`src/rtl/mult_shift_add_8.sv`:
```
// Sequential 8x8 unsigned shift-add multiplier with a 16-bit registered product.
// One 8-bit ripple-carry adder is reused for every iteration.

module rca_8 (
  input  logic [7:0] x,
  input  logic [7:0] y,
  input  logic       cin,
  output logic [7:0] sum,
  output logic       cout
);

  logic c;

  always_comb begin
    sum = '0;
    c   = cin;
    for (int unsigned i = 0; i < 8; i++) begin
      sum[i] = x[i] ^ y[i] ^ c;
      c      = (x[i] & y[i]) | (c & (x[i] ^ y[i]));
    end
    cout = c;
  end

endmodule

module mult_shift_add_8 (
  input  logic        Clock,
  input  logic        Resetn,
  input  logic        Start,
  input  logic [7:0]  A,
  input  logic [7:0]  B,
  output logic [15:0] Product,
  output logic        Busy,
  output logic        Done
);

  typedef enum logic [1:0] {IDLE, RUN, DONE} state_t;

  state_t      state;
  logic [7:0]  m;
  logic [7:0]  hi;
  logic [7:0]  lo;
  logic [3:0]  cnt;

  logic [7:0]  addend;
  logic [7:0]  sum;
  logic        cout;
  logic [15:0] shifted;

  assign addend = lo[0] ? m : '0;

  rca_8 u_add (
    .x    (hi),
    .y    (addend),
    .cin  (1'b0),
    .sum  (sum),
    .cout (cout)
  );

  // Carry-out re-enters as the new MSB of the accumulator on the right shift.
  assign shifted = {cout, sum, lo[7:1]};

  always_ff @(posedge Clock or negedge Resetn) begin
    if (!Resetn) begin
      state   <= IDLE;
      m       <= '0;
      hi      <= '0;
      lo      <= '0;
      cnt     <= '0;
      Product <= '0;
      Busy    <= 1'b0;
      Done    <= 1'b0;
    end else begin
      case (state)
        IDLE, DONE: begin
          Done <= 1'b0;
          if (Start) begin
            m     <= A;
            hi    <= '0;
            lo    <= B;
            cnt   <= '0;
            Busy  <= 1'b1;
            state <= RUN;
          end else begin
            Busy  <= 1'b0;
            state <= IDLE;
          end
        end
        RUN: begin
          hi  <= shifted[15:8];
          lo  <= shifted[7:0];
          cnt <= cnt + 4'd1;
          if (cnt == 4'd7) begin
            Product <= shifted;
            Busy    <= 1'b0;
            Done    <= 1'b1;
            state   <= DONE;
          end
        end
        default: begin
          Busy  <= 1'b0;
          Done  <= 1'b0;
          state <= IDLE;
        end
      endcase
    end
  end

endmodule

```
`config.mk`:
```
export PLATFORM = sky130hd
export DESIGN_NAME = mult_shift_add_8
export DESIGN_NICKNAME = d
export VERILOG_FILES = /design/src/rtl/mult_shift_add_8.sv
export SDC_FILE = /design/constraint.sdc
export NUM_CORES = 1
export LEC_CHECK = 0
export CAP_MARGIN = 25
export CORE_ASPECT_RATIO = 1.75
export CORE_UTILIZATION = 55
export CTS_CLUSTER_DIAMETER = 200
export DETAILED_ROUTE_END_ITERATION = 12
export PLACE_DENSITY = 0.93
export RECOVER_POWER = 25
export SLEW_MARGIN = 25
export SYNTH_ARGS = -nofsm -noshare
export SYNTH_HDL_FRONTEND = slang
export SYNTH_SLANG_ARGS = --single-unit
```
`constraint.sdc`:
```
create_clock -name Clock -period 9.9 [get_ports Clock]
set_input_delay 1.98 -clock Clock [delete_from_list [all_inputs] [get_ports Clock]]
set_output_delay 1.98 -clock Clock [all_outputs]
set_load 0.01 [all_outputs]
```
==> results of run 1 <==
[metrics by stage]
stage | instance area (um^2) | hold WS, ns | std cells | total power (W)
2_1_floorplan | 2050 | 0.438 | 176 | 0.000549
3_3_place_gp | 2410 | 0.459 | 250 | 0.000658
3_5_place_dp | 2410 | 0.462 | 250 | 0.000677
4_1_cts | 2520 | 0.481 | 258 | 0.000814
5_1_grt | 2520 | 0.496 | 258 | 0.000868
6_report | 2520 | 0.482 | 258 | 0.000808
[cells by family after synthesis]
family / count (synthesis) / share of synthesized area (%)
buffers and inverters: 23 / 5.42
flip-flops: 46 / 56.1
AO/OA/AOI/OAI: 19 / 7.25
adder cells (fa/ha/maj): 9 / 8.04
multiplexers: 19 / 10.2
AND/OR/NAND/NOR: 60 / 13.0
[state kept, by name, summed over array words and instances, names as in the netlist]
signal,flops
Busy,1
Done,1
Product,16
cnt,4
hi,8
lo,8
m,8
[power by group]
| group | internal, W | switching (W) |
|---|---|---|
| Sequential | 0.000276 | 0.0000578 |
| Clock | 0.0000743 | 0.0000627 |
| Combinational | 0.000170 | 0.000167 |
| Total | 0.000521 | 0.000287 |
[worst paths after layout]
| kind | startpoint | endpoint |
|---|---|---|
| max reg2reg | lo[0] | hi[6] |
| max in group Clock | lo[0] | hi[6] |
| min reg2reg | m[7] | m[7] |
| max | Resetn | lo[1] |
| min in group asynchronous | Resetn | Product[14] |
| min | m[7] | m[7] |
[placed cells by master, fill, tap and decap left out, types with 5 or more instances in the layout]
master and n:
nand2_1 42, nand3_1 9, inv_1 14, o2bb2ai_1 7, clkbuf_8 5, clkdlybuf4s50_1 35, mux2i_1 9, mux2_2 8
a22oi_1 8, fa_1 7, dfrtp_1 46
[routing by layer]
metal	share of wire, %	up-vias	global-route usage (%)
met5	0	-	0
met3	3.6	10	5.22
met2	53	36	33.9
met1	41	677	30.6
met4	2.5	0	9.09
li1	-	650	-
[worst reg2reg max path: stages, from the launching register on]
cell and delay (ns):
dfrtp_1 0.47, and2_1 0.16, ha_1 0.15, fa_1 0.16, inv_1 0.05, fa_1 0.37, fa_1 0.39, fa_1 0.39
fa_1 0.38, fa_1 0.38, fa_1 0.52, o2bb2ai_1 0.08
[final cells by class]
cell class / instances / area (um^2) / area share, %
sequential: 46 / 1150 / 45.6
inverter: 14 / 52.6 / 2.08
multi-input combinational: 107 / 791 / 31.3
clock buffer: 5 / 68.8 / 2.73
clock inverter: 3 / 40.0 / 1.59
timing repair buffer: 37 / 362 / 14.3
tap: 46 / 57.6 / 2.28
==> flow_metrics.env, run 1 <==
export IMPL_synth_most_common_cell="dfrtp_1"
export IMPL_placeableCoreArea_um2=3590
export IMPL_initial_antenna_violation_count=0
export IMPL_clkSlewWorstSetupHoldPaths_ns=0.08
export IMPL_post_route_period_util_pct=37.3
export IMPL_grt_overflow_total=0
export IMPL_critical_path_peak_fanout=46
export IMPL_startpoint_type_of_the_worst_setup_path="primary input"
export IMPL_worst_endpoint_arrival_ns=3.63
export IMPL_cts_root_buffer_cell="clkbuf_8"
export IMPL_fillerInstances=241
export IMPL_peakVddDrop_mv=0.210
export IMPL_r2r_slack_ns=6.24
export IMPL_mappedNetlistArea_um2=2050
export IMPL_maximum_number_of_pins_on_one_net_before_global_route_repair=47
export IMPL_cts_path_max_buffers=2
export IMPL_holdPathStages=2
export IMPL_worst_endpoint_required_ns=9.84
export IMPL_dp_hpwl_mm=2.67
export IMPL_timing_final_setup_violations=0
export IMPL_drt_iter0_markers=25
export IMPL_fp_dieW_um=48.2
export IMPL_cp_slowest_cell="clkbuf_1"
export IMPL_power_density_nw_per_um2=320
export IMPL_floorplan_initialDensity_pct=57.2
export IMPL_count_of_unique_library_cells_instantiated_by_yosys=24
export IMPL_drt_pre_antenna_iters=4
export IMPL_worst_setup_path_type="primary input to async pin"
export IMPL_worstRegToRegCells=11
export IMPL_io_pins=37
export IMPL_timing_final_max_slew_violations=47
export IMPL_drc=0
export IMPL_placement_setup_worst_slack_ns=6.22
export IMPL_yosys_top_cells_count="46 x dfrtp_1, 42 x nand2_1, 14 x inv_1"
export IMPL_antenna_cells_inserted=0
export IMPL_holdBufCountCts=0
export IMPL_finalNetCount=239
export IMPL_max_freq_mhz=271
export IMPL_die_area_um2=3990
export IMPL_synth_seq_cells=46
export IMPL_htree_num_levels=2
export IMPL_hold_path_class="register to register"
export IMPL_final_setup_worst_slack_ns=6.21
export IMPL_max_slew_margin_pct=-55.0
export IMPL_postSynthNetCount=204
export IMPL_run_status="finished with violations"
export IMPL_synth_warning_count=0
export IMPL_drive_above_1_share_pct=9.43
export IMPL_vias_per_cell=5.32
export IMPL_yosysSeqAreaShare_pct=56.1
export IMPL_syn_instance_count=176
export IMPL_clk_insertion_delay_late_ns=0.30
export IMPL_worst_slew_pin_slew_ns=2.32
export IMPL_global_routing_usage_summed_across_all_routing_layers_pct=22.5
export IMPL_yosys_top_cell_by_area="dfrtp_1"
export IMPL_leakage_component_of_the_power_nw=1.12
export IMPL_async_flop_share_pct=100
export IMPL_critical_path_end_type="async pin"
export IMPL_core_rowCount=29
export IMPL_ctsResizeCount=0
export IMPL_netlist_area_leader_share_pct=56.1
export IMPL_final_antenna_net_count=0
export IMPL_routed_via_count=1373
export IMPL_tritoncts_clock_tree="done"
export IMPL_avgRoutedWirePerCell_um=14.6
export IMPL_wirelength_mm=3.77
export IMPL_io_buffer_count=36
export IMPL_numCtsBuffers=5
export IMPL_place_gp_congestion=0.757
export IMPL_synth_main_ff_cell="dfrtp_1"
export IMPL_crit_cells=1
export IMPL_cts_sinks=46
export IMPL_synth_area_leaders="dfrtp_1 56%, nand2_1 7.7%, fa_1 6.8%"
export IMPL_post_synth_edffs=0
export IMPL_cpLargestDelayFamily="buffers and inverters"
export IMPL_period_minus_slack_ns=3.69
export IMPL_hold_viol_final=0
export IMPL_final_core_utilization_pct=70.2
export IMPL_first_global_vias=1379
export IMPL_setup_tns_final_ns=0
export IMPL_crit_path_max_incr_delay_ns=1.63
export IMPL_grt_first_pass_wirelength_mm=6.32
export IMPL_die_height_um=82.8
export IMPL_buffers_inverters_on_critical_path=1
export IMPL_worstPathCellList="clkbuf_1"
export IMPL_rsz0062_at_grt="false"
export IMPL_drv_max_cap_violation_count=1
export IMPL_violations_in_the_final_reports="max-capacitance violations, max-slew violations"
export IMPL_post_syn_area_per_cell_um2=11.7
export IMPL_syn2layout_area_growth_pct=22.9
export IMPL_cts_setup_buffers=0
export IMPL_clock_skew_ns=0.00686
No activity file was read; power rests on OpenSTA's default activity.
==> run 2: changes to the inputs <==
--- a/config.mk
+++ b/config.mk
@@ -7,10 +7,10 @@
 export LEC_CHECK = 0
 export CAP_MARGIN = 25
 export CORE_ASPECT_RATIO = 1.75
-export CORE_UTILIZATION = 55
+export CORE_UTILIZATION = 51
 export CTS_CLUSTER_DIAMETER = 200
 export DETAILED_ROUTE_END_ITERATION = 12
-export PLACE_DENSITY = 0.93
+export PLACE_DENSITY = 0.88
 export RECOVER_POWER = 25
 export SLEW_MARGIN = 25
 export SYNTH_ARGS = -nofsm -noshare
==> constraint.sdc (replaced) <==
create_clock -name Clock -period 3.5 [get_ports Clock]
set_input_delay 0.7 -clock Clock [delete_from_list [all_inputs] [get_ports Clock]]
set_output_delay 0.7 -clock Clock [all_outputs]
set_load 0.01 [all_outputs]
==> run 2 against run 1 <==
The run still ends with max-capacitance violations, max-slew violations left. First-iteration DRC count up 110%. Utilization down 4.1 points. Worst setup slack worse by 6.1 ns. Worst hold slack got worse by 0.0084 ns. Power grew to 2.8 times the previous value. Design area is 1.3% higher. Non-clock buffer count is 5 higher. Clock power is 140% higher. Register-to-register slack got worse by 6.1 ns. Sequential power increased to 2.8 times the previous value. Die area grew 7.6%. Critical path depth grew 10.
==> flow_metrics.env, run 2 (synthesis gave the netlist of run 1 again) <==
export IMPL_run_status="finished with violations"
export IMPL_violations_in_the_final_reports="max-capacitance violations, max-slew violations"
export IMPL_min_delay_worst_endpoint="m[1]"
export IMPL_drt_iter0_markers=52
export IMPL_first_global_vias=1432
export IMPL_number_of_flip_flops_under_the_largest_register_name=16
export IMPL_power_internal_w=0.00146
export IMPL_fp_dieW_um=50.0
export IMPL_sequentialPowerShare_pct=41.1
export IMPL_final_antenna_net_count=0
export IMPL_numCtsBuffers=5
export IMPL_holdPathStages=2
export IMPL_startpoint_type_of_the_worst_setup_path="register"
export IMPL_worstRegToRegCells=11
export IMPL_hold_viol_final=0
export IMPL_layout_cells_non_filler=265
export IMPL_most_common_cell_after_layout_fill_and_taps_aside="dfrtp_1"
export IMPL_worst_slew_pin_slew_ns=2.35
export IMPL_peakVddDrop_mv=0.659
export IMPL_core_rowCount=30
export IMPL_die_area_um2=4290
export IMPL_floorplan_initialDensity_pct=53.1
export IMPL_power_switching_share_pct=36.2
export IMPL_critical_path_peak_fanout=3
export IMPL_placed_area_um2=2440
export IMPL_numPlacedInstances=255
export IMPL_clock_skew_ns=0.00931
export IMPL_drv_max_cap_violation_count=1
export IMPL_final_cell_area_um2=2550
export IMPL_clkSlewWorstSetupHoldPaths_ns=0.08
export IMPL_tritoncts_clock_tree="done"
export IMPL_vias_per_cell=5.26
export IMPL_drc=0
export IMPL_cts_root_buffer_cell="clkbuf_8"
export IMPL_timing_final_max_slew_violations=47
export IMPL_cts_sinks=46
export IMPL_critical_path_startpoint="lo[0]"
export IMPL_leakage_component_of_the_power_nw=1.14
export IMPL_post_route_period_util_pct=95.6
export IMPL_rr_startpoint="lo[0]"
export IMPL_drive_above_1_share_pct=12.9
export IMPL_max_slew_margin_pct=-57.0
export IMPL_dp_hpwl_mm=2.77
export IMPL_rsz0062_at_grt="false"
export IMPL_pwr_share_clk_pct=14.4
export IMPL_syn2layout_area_growth_pct=24.4
export IMPL_r2r_slack_ns=0.15
export IMPL_avgRoutedWirePerCell_um=15.0
export IMPL_finalNetCount=244
export IMPL_grt_first_pass_wirelength_mm=6.50
export IMPL_worst_endpoint_arrival_ns=3.50
export IMPL_die_height_um=85.9
export IMPL_io_pins=37
export IMPL_global_routing_usage_summed_across_all_routing_layers_pct=21.0
export IMPL_antenna_cells_inserted=0
export IMPL_initial_antenna_violation_count=0
export IMPL_power_density_nw_per_um2=896
export IMPL_max_freq_mhz=299
export IMPL_period_minus_slack_ns=3.35
export IMPL_timing_final_setup_violations=0
export IMPL_hold_path_class="register to register"
export IMPL_clk_insertion_delay_late_ns=0.30
export IMPL_place_gp_congestion=0.753
export IMPL_share_comb_of_total_power_pct=44.5
export IMPL_drt_pre_antenna_iters=4
export IMPL_placeableCoreArea_um2=3870
export IMPL_critical_path_reg2reg_endpoint="hi[6]"
export IMPL_critical_path_end_type="register"
export IMPL_cts_path_max_buffers=2
export IMPL_wirelength_mm=3.98
export IMPL_routed_via_count=1393
export IMPL_layout_cells_most_common_list="46 x dfrtp_1, 42 x nand2_1, 35 x clkdlybuf4s50_1, 14 x inv_1"
export IMPL_hold_sp="m[1]"
export IMPL_maximum_number_of_pins_on_one_net_before_global_route_repair=47
export IMPL_final_hold_worst_slack_ns=0.473
export IMPL_worst_endpoint_required_ns=3.65
export IMPL_grt_overflow_total=0
export IMPL_fillerInstances=292
export IMPL_io_buffer_count=36
export IMPL_regMostFlops="Product"
export IMPL_holdBufCountCts=0
export IMPL_switching_power_w=0.000828
export IMPL_htree_num_levels=2
export IMPL_worst_setup_path_type="register to register"
-- run 2: cell types whose count changed in the layout (fill, tap and decap cells not counted), sizes merged --
cell	previous run	this run
clkbuf	6	8
clkinv	2	1
buf	1	6
bufinv	1	0
-- run 2: area by class of cell --
| class | count | area (um^2) | area share (%) |
|---|---|---|---|
| clock buffers | 7 | 86.3 | 3.38 |
| clock inverters | 1 | 5.00 | 0.196 |
| inverters | 14 | 52.6 | 2.06 |
| multi-input cells | 107 | 801 | 31.3 |
| flip-flops and latches | 46 | 1150 | 45.1 |
| well taps | 48 | 60.1 | 2.35 |
| repair buffers | 42 | 399 | 15.6 |
-- run 2: worst max-delay path by stage --
stage | cells after the start | endpoint | slack [ns]
after CTS | 11 | hi[6] | 0.05
after global placement | 11 | hi[6] | 0.06
after detailed placement | 11 | hi[6] | -0.07
final | 11 | hi[6] | 0.15
after floorplan | 12 | Product[14] | 0.009
after global routing | 11 | hi[6] | 0.04
-- run 2: power by group through the flow --
stage	logic [W]	registers (W)	clock network, W
after floorplan	0.000598	0.000956	0
after global placement	0.000958	0.000939	0
after detailed placement	0.000996	0.000954	0
after CTS	0.00102	0.000942	0.000337
after global routing	0.00113	0.000974	0.000360
final	0.00102	0.000942	0.000330
-- run 2: what timing repair did --
item,in CTS,in global routing
buffers inserted,1,1
cloned,0,0
endpoints found under the setup margin,2,3
gates resized for setup,2,2
-- run 2: per-layer routing --
layer | GRT usage, % | vias up | part of all wire, %
met1 | 24.4 | 687 | 39
met4 | 8.57 | 0 | 1.3
met2 | 36.4 | 39 | 56
li1 | - | 663 | -
met3 | 5.32 | 4 | 3.7
met5 | 0 | - | 0
-- run 2: per-stage QoR --
step | power [W] | setup WS [ns] | TNS [ns] | utilization, %
2_1_floorplan | 0.00155 | 0.00857 | 0 | -
3_3_place_gp | 0.00190 | 0.0621 | 0 | 63.1
3_5_place_dp | 0.00195 | -0.0682 | -0.119 | 63.1
4_1_cts | 0.00230 | 0.0485 | 0 | 65.8
5_1_grt | 0.00246 | 0.0361 | 0 | 66.1
6_report | 0.00229 | 0.154 | 0 | 66.1
-- run 2: critical path: stages, from the launching register on --
cell and delay (ns):
dfrtp_1 0.35, and2_1 0.13, ha_1 0.16, fa_1 0.16
inv_1 0.05, fa_2 0.33, fa_2 0.35, fa_2 0.35
fa_1 0.39, fa_2 0.35, fa_1 0.52, o2bb2ai_1 0.07
==> run 3: changes to the inputs <==
--- a/config.mk
+++ b/config.mk
@@ -10,6 +10,7 @@
 export CORE_UTILIZATION = 51
 export CTS_CLUSTER_DIAMETER = 200
 export DETAILED_ROUTE_END_ITERATION = 12
+export GPL_TIMING_DRIVEN = 0
 export PLACE_DENSITY = 0.88
 export RECOVER_POWER = 25
 export SLEW_MARGIN = 25
==> run 3 against run 2 <==
Design area rose by 3.3%. Global-route usage rose by 0.075 points. Highest routed layer unchanged. Combinational power rose by 4%. Sequential share of layout area fell by 1.4 points. Clock power rose by 21%. Worst hold slack improved by 0.012 ns. The flow now finishes without violations. Utilization rose by 2.2 points. First-iteration DRC count fell by 9.6%. Die area did not move. Non-clock buffer count rose by 6. Critical path type unchanged. Cell count rose by 1.9%. Clock skew barely moved.
==> flow_metrics.env, run 3 (synthesis gave the netlist of run 1 again) <==
export IMPL_most_common_cell_after_layout_fill_and_taps_aside="dfrtp_1"
export IMPL_max_freq_mhz=290
export IMPL_numCtsBuffers=5
export IMPL_worst_endpoint_arrival_ns=3.62
export IMPL_floorplan_initialDensity_pct=53.1
export IMPL_critical_path_peak_fanout=4
export IMPL_placeableCoreArea_um2=3870
export IMPL_io_buffer_count=36
export IMPL_pwr_share_clk_pct=16.7
export IMPL_io_pins=37
export IMPL_layout_cells_most_common_list="46 x dfrtp_1, 42 x nand2_1, 35 x clkdlybuf4s50_1, 13 x inv_1"
export IMPL_sequentialPowerShare_pct=39.0
export IMPL_clk_insertion_delay_late_ns=0.30
export IMPL_tritoncts_clock_tree="done"
export IMPL_placement_setup_worst_slack_ns=-0.322
export IMPL_die_area_um2=4290
export IMPL_maximum_number_of_pins_on_one_net_before_global_route_repair=26
export IMPL_cts_root_buffer_cell="clkbuf_8"
export IMPL_finalNetCount=250
export IMPL_antenna_cells_inserted=0
export IMPL_fp_dieW_um=50.0
export IMPL_rsz0062_at_grt="true"
export IMPL_regMostFlops="Product"
export IMPL_core_rowCount=30
export IMPL_share_comb_of_total_power_pct=44.3
export IMPL_grt_first_pass_wirelength_mm=6.53
export IMPL_clkSlewWorstSetupHoldPaths_ns=0.08
export IMPL_clock_skew_ns=0.00978
export IMPL_critical_path_end_type="register"
export IMPL_final_setup_worst_slack_ns=0.0544
export IMPL_initial_antenna_violation_count=0
export IMPL_first_global_vias=1462
export IMPL_post_route_period_util_pct=98.4
export IMPL_timing_final_setup_violations=0
export IMPL_worst_endpoint_required_ns=3.67
export IMPL_timing_final_max_slew_violations=0
export IMPL_htree_num_levels=2
export IMPL_drive_above_1_share_pct=14.9
export IMPL_global_routing_usage_summed_across_all_routing_layers_pct=21.1
export IMPL_power_switching_share_pct=34.8
export IMPL_dp_hpwl_mm=2.84
export IMPL_grt_overflow_total=0
export IMPL_leakage_component_of_the_power_nw=1.16
export IMPL_switching_power_w=0.000836
export IMPL_final_antenna_net_count=0
export IMPL_drv_max_cap_violation_count=0
export IMPL_cts_sinks=46
export IMPL_startpoint_type_of_the_worst_setup_path="register"
export IMPL_routed_via_count=1428
export IMPL_place_gp_congestion=0.757
export IMPL_vias_per_cell=5.29
export IMPL_drt_pre_antenna_iters=4
export IMPL_cts_path_max_buffers=2
export IMPL_number_of_flip_flops_under_the_largest_register_name=16
export IMPL_die_height_um=85.9
export IMPL_peakVddDrop_mv=0.516
export IMPL_final_hold_worst_slack_ns=0.485
export IMPL_avgRoutedWirePerCell_um=14.6
export IMPL_wirelength_mm=3.93
export IMPL_power_internal_w=0.00157
export IMPL_hold_viol_final=0
export IMPL_setup_tns_final_ns=0
export IMPL_power_density_nw_per_um2=910
export IMPL_syn2layout_area_growth_pct=28.5
export IMPL_hold_path_class="register to register"
export IMPL_worst_setup_path_type="register to register"
export IMPL_drt_iter0_markers=47
export IMPL_r2r_slack_ns=0.05
export IMPL_run_status="finished, final reports clean"
export IMPL_worst_slew_pin_slew_ns=1.28
export IMPL_drc=0
export IMPL_period_minus_slack_ns=3.45
export IMPL_max_slew_margin_pct=14.7
==> run 3: cell types whose count changed in the layout (fill, tap and decap cells not counted), moves of 2 or more <==
cell,delta
buf_4,-4
clkbuf_1,+4
fa_1,-2
fa_2,+2
==> run 3: critical path: stages (launching register included) <==
cell,delay (ns)
dfrtp_1,0.34
clkbuf_8,0.13
and2_4,0.14
ha_4,0.12
fa_2,0.19
inv_2,0.04
fa_2,0.34
fa_2,0.35
fa_2,0.34
fa_2,0.35
fa_2,0.35
fa_1,0.54
o2bb2ai_1,0.09
==> run 3: layout make-up <==
| class | count | area [um^2] |
|---|---|---|
| clock inverters | 1 | 30.0 |
| well taps | 48 | 60.1 |
| clock buffers | 6 | 82.6 |
| fillers | 284 | 1230 |
| repair buffers | 39 | 373 |
| inverters | 14 | 52.6 |
| plain buffers | 9 | 68.8 |
| multi-input cells | 107 | 821 |
| flip-flops and latches | 46 | 1150 |
==> run 3: layer usage <==
layer  up-vias  share of wire, %  GRT usage [%]
met5         -                 0              0
met4         0               3.1           13.8
met3        10               3.0           3.37
met2        37                53           34.5
met1       710                41           25.3
li1        671                 -              -
==> run 3: through the flow <==
step	std cells	total power (W)	instance area (um^2)	util, %
after global placement	260	0.00191	2470	64.0
final	270	0.00240	2640	68.3
after global routing	270	0.00257	2640	68.3
after CTS	269	0.00242	2660	68.7
after floorplan	176	0.00155	2050	-
after detailed placement	261	0.00197	2500	64.6
==> run 3: power by group through the flow <==
stage | sequential, W | combinational (W) | clock [W]
after CTS | 0.000936 | 0.00107 | 0.000411
final | 0.000937 | 0.00106 | 0.000400
after global placement | 0.000930 | 0.000976 | 0
after detailed placement | 0.000938 | 0.00103 | 0
after global routing | 0.000965 | 0.00118 | 0.000421
after floorplan | 0.000956 | 0.000598 | 0
==> run 3: timing repair <==
action	4_1_cts	5_1_grt
gates resized for setup	12	0
endpoints found under the setup margin	4	2
pin swaps	2	1
hold buffers	0	0
buffers inserted	1	1
==> run 3: path summary, 6_finish.rpt <==
check	cells after the start	to	start
worst min register to register	2	m[5]	m[5]
min in group asynchronous	1	Product[13]	Resetn
worst min-delay path	2	m[5]	m[5]
max in group asynchronous	2	Product[10]	Resetn
worst max register to register	12	hi[6]	lo[0]
worst max-delay path	12	hi[6]	lo[0]
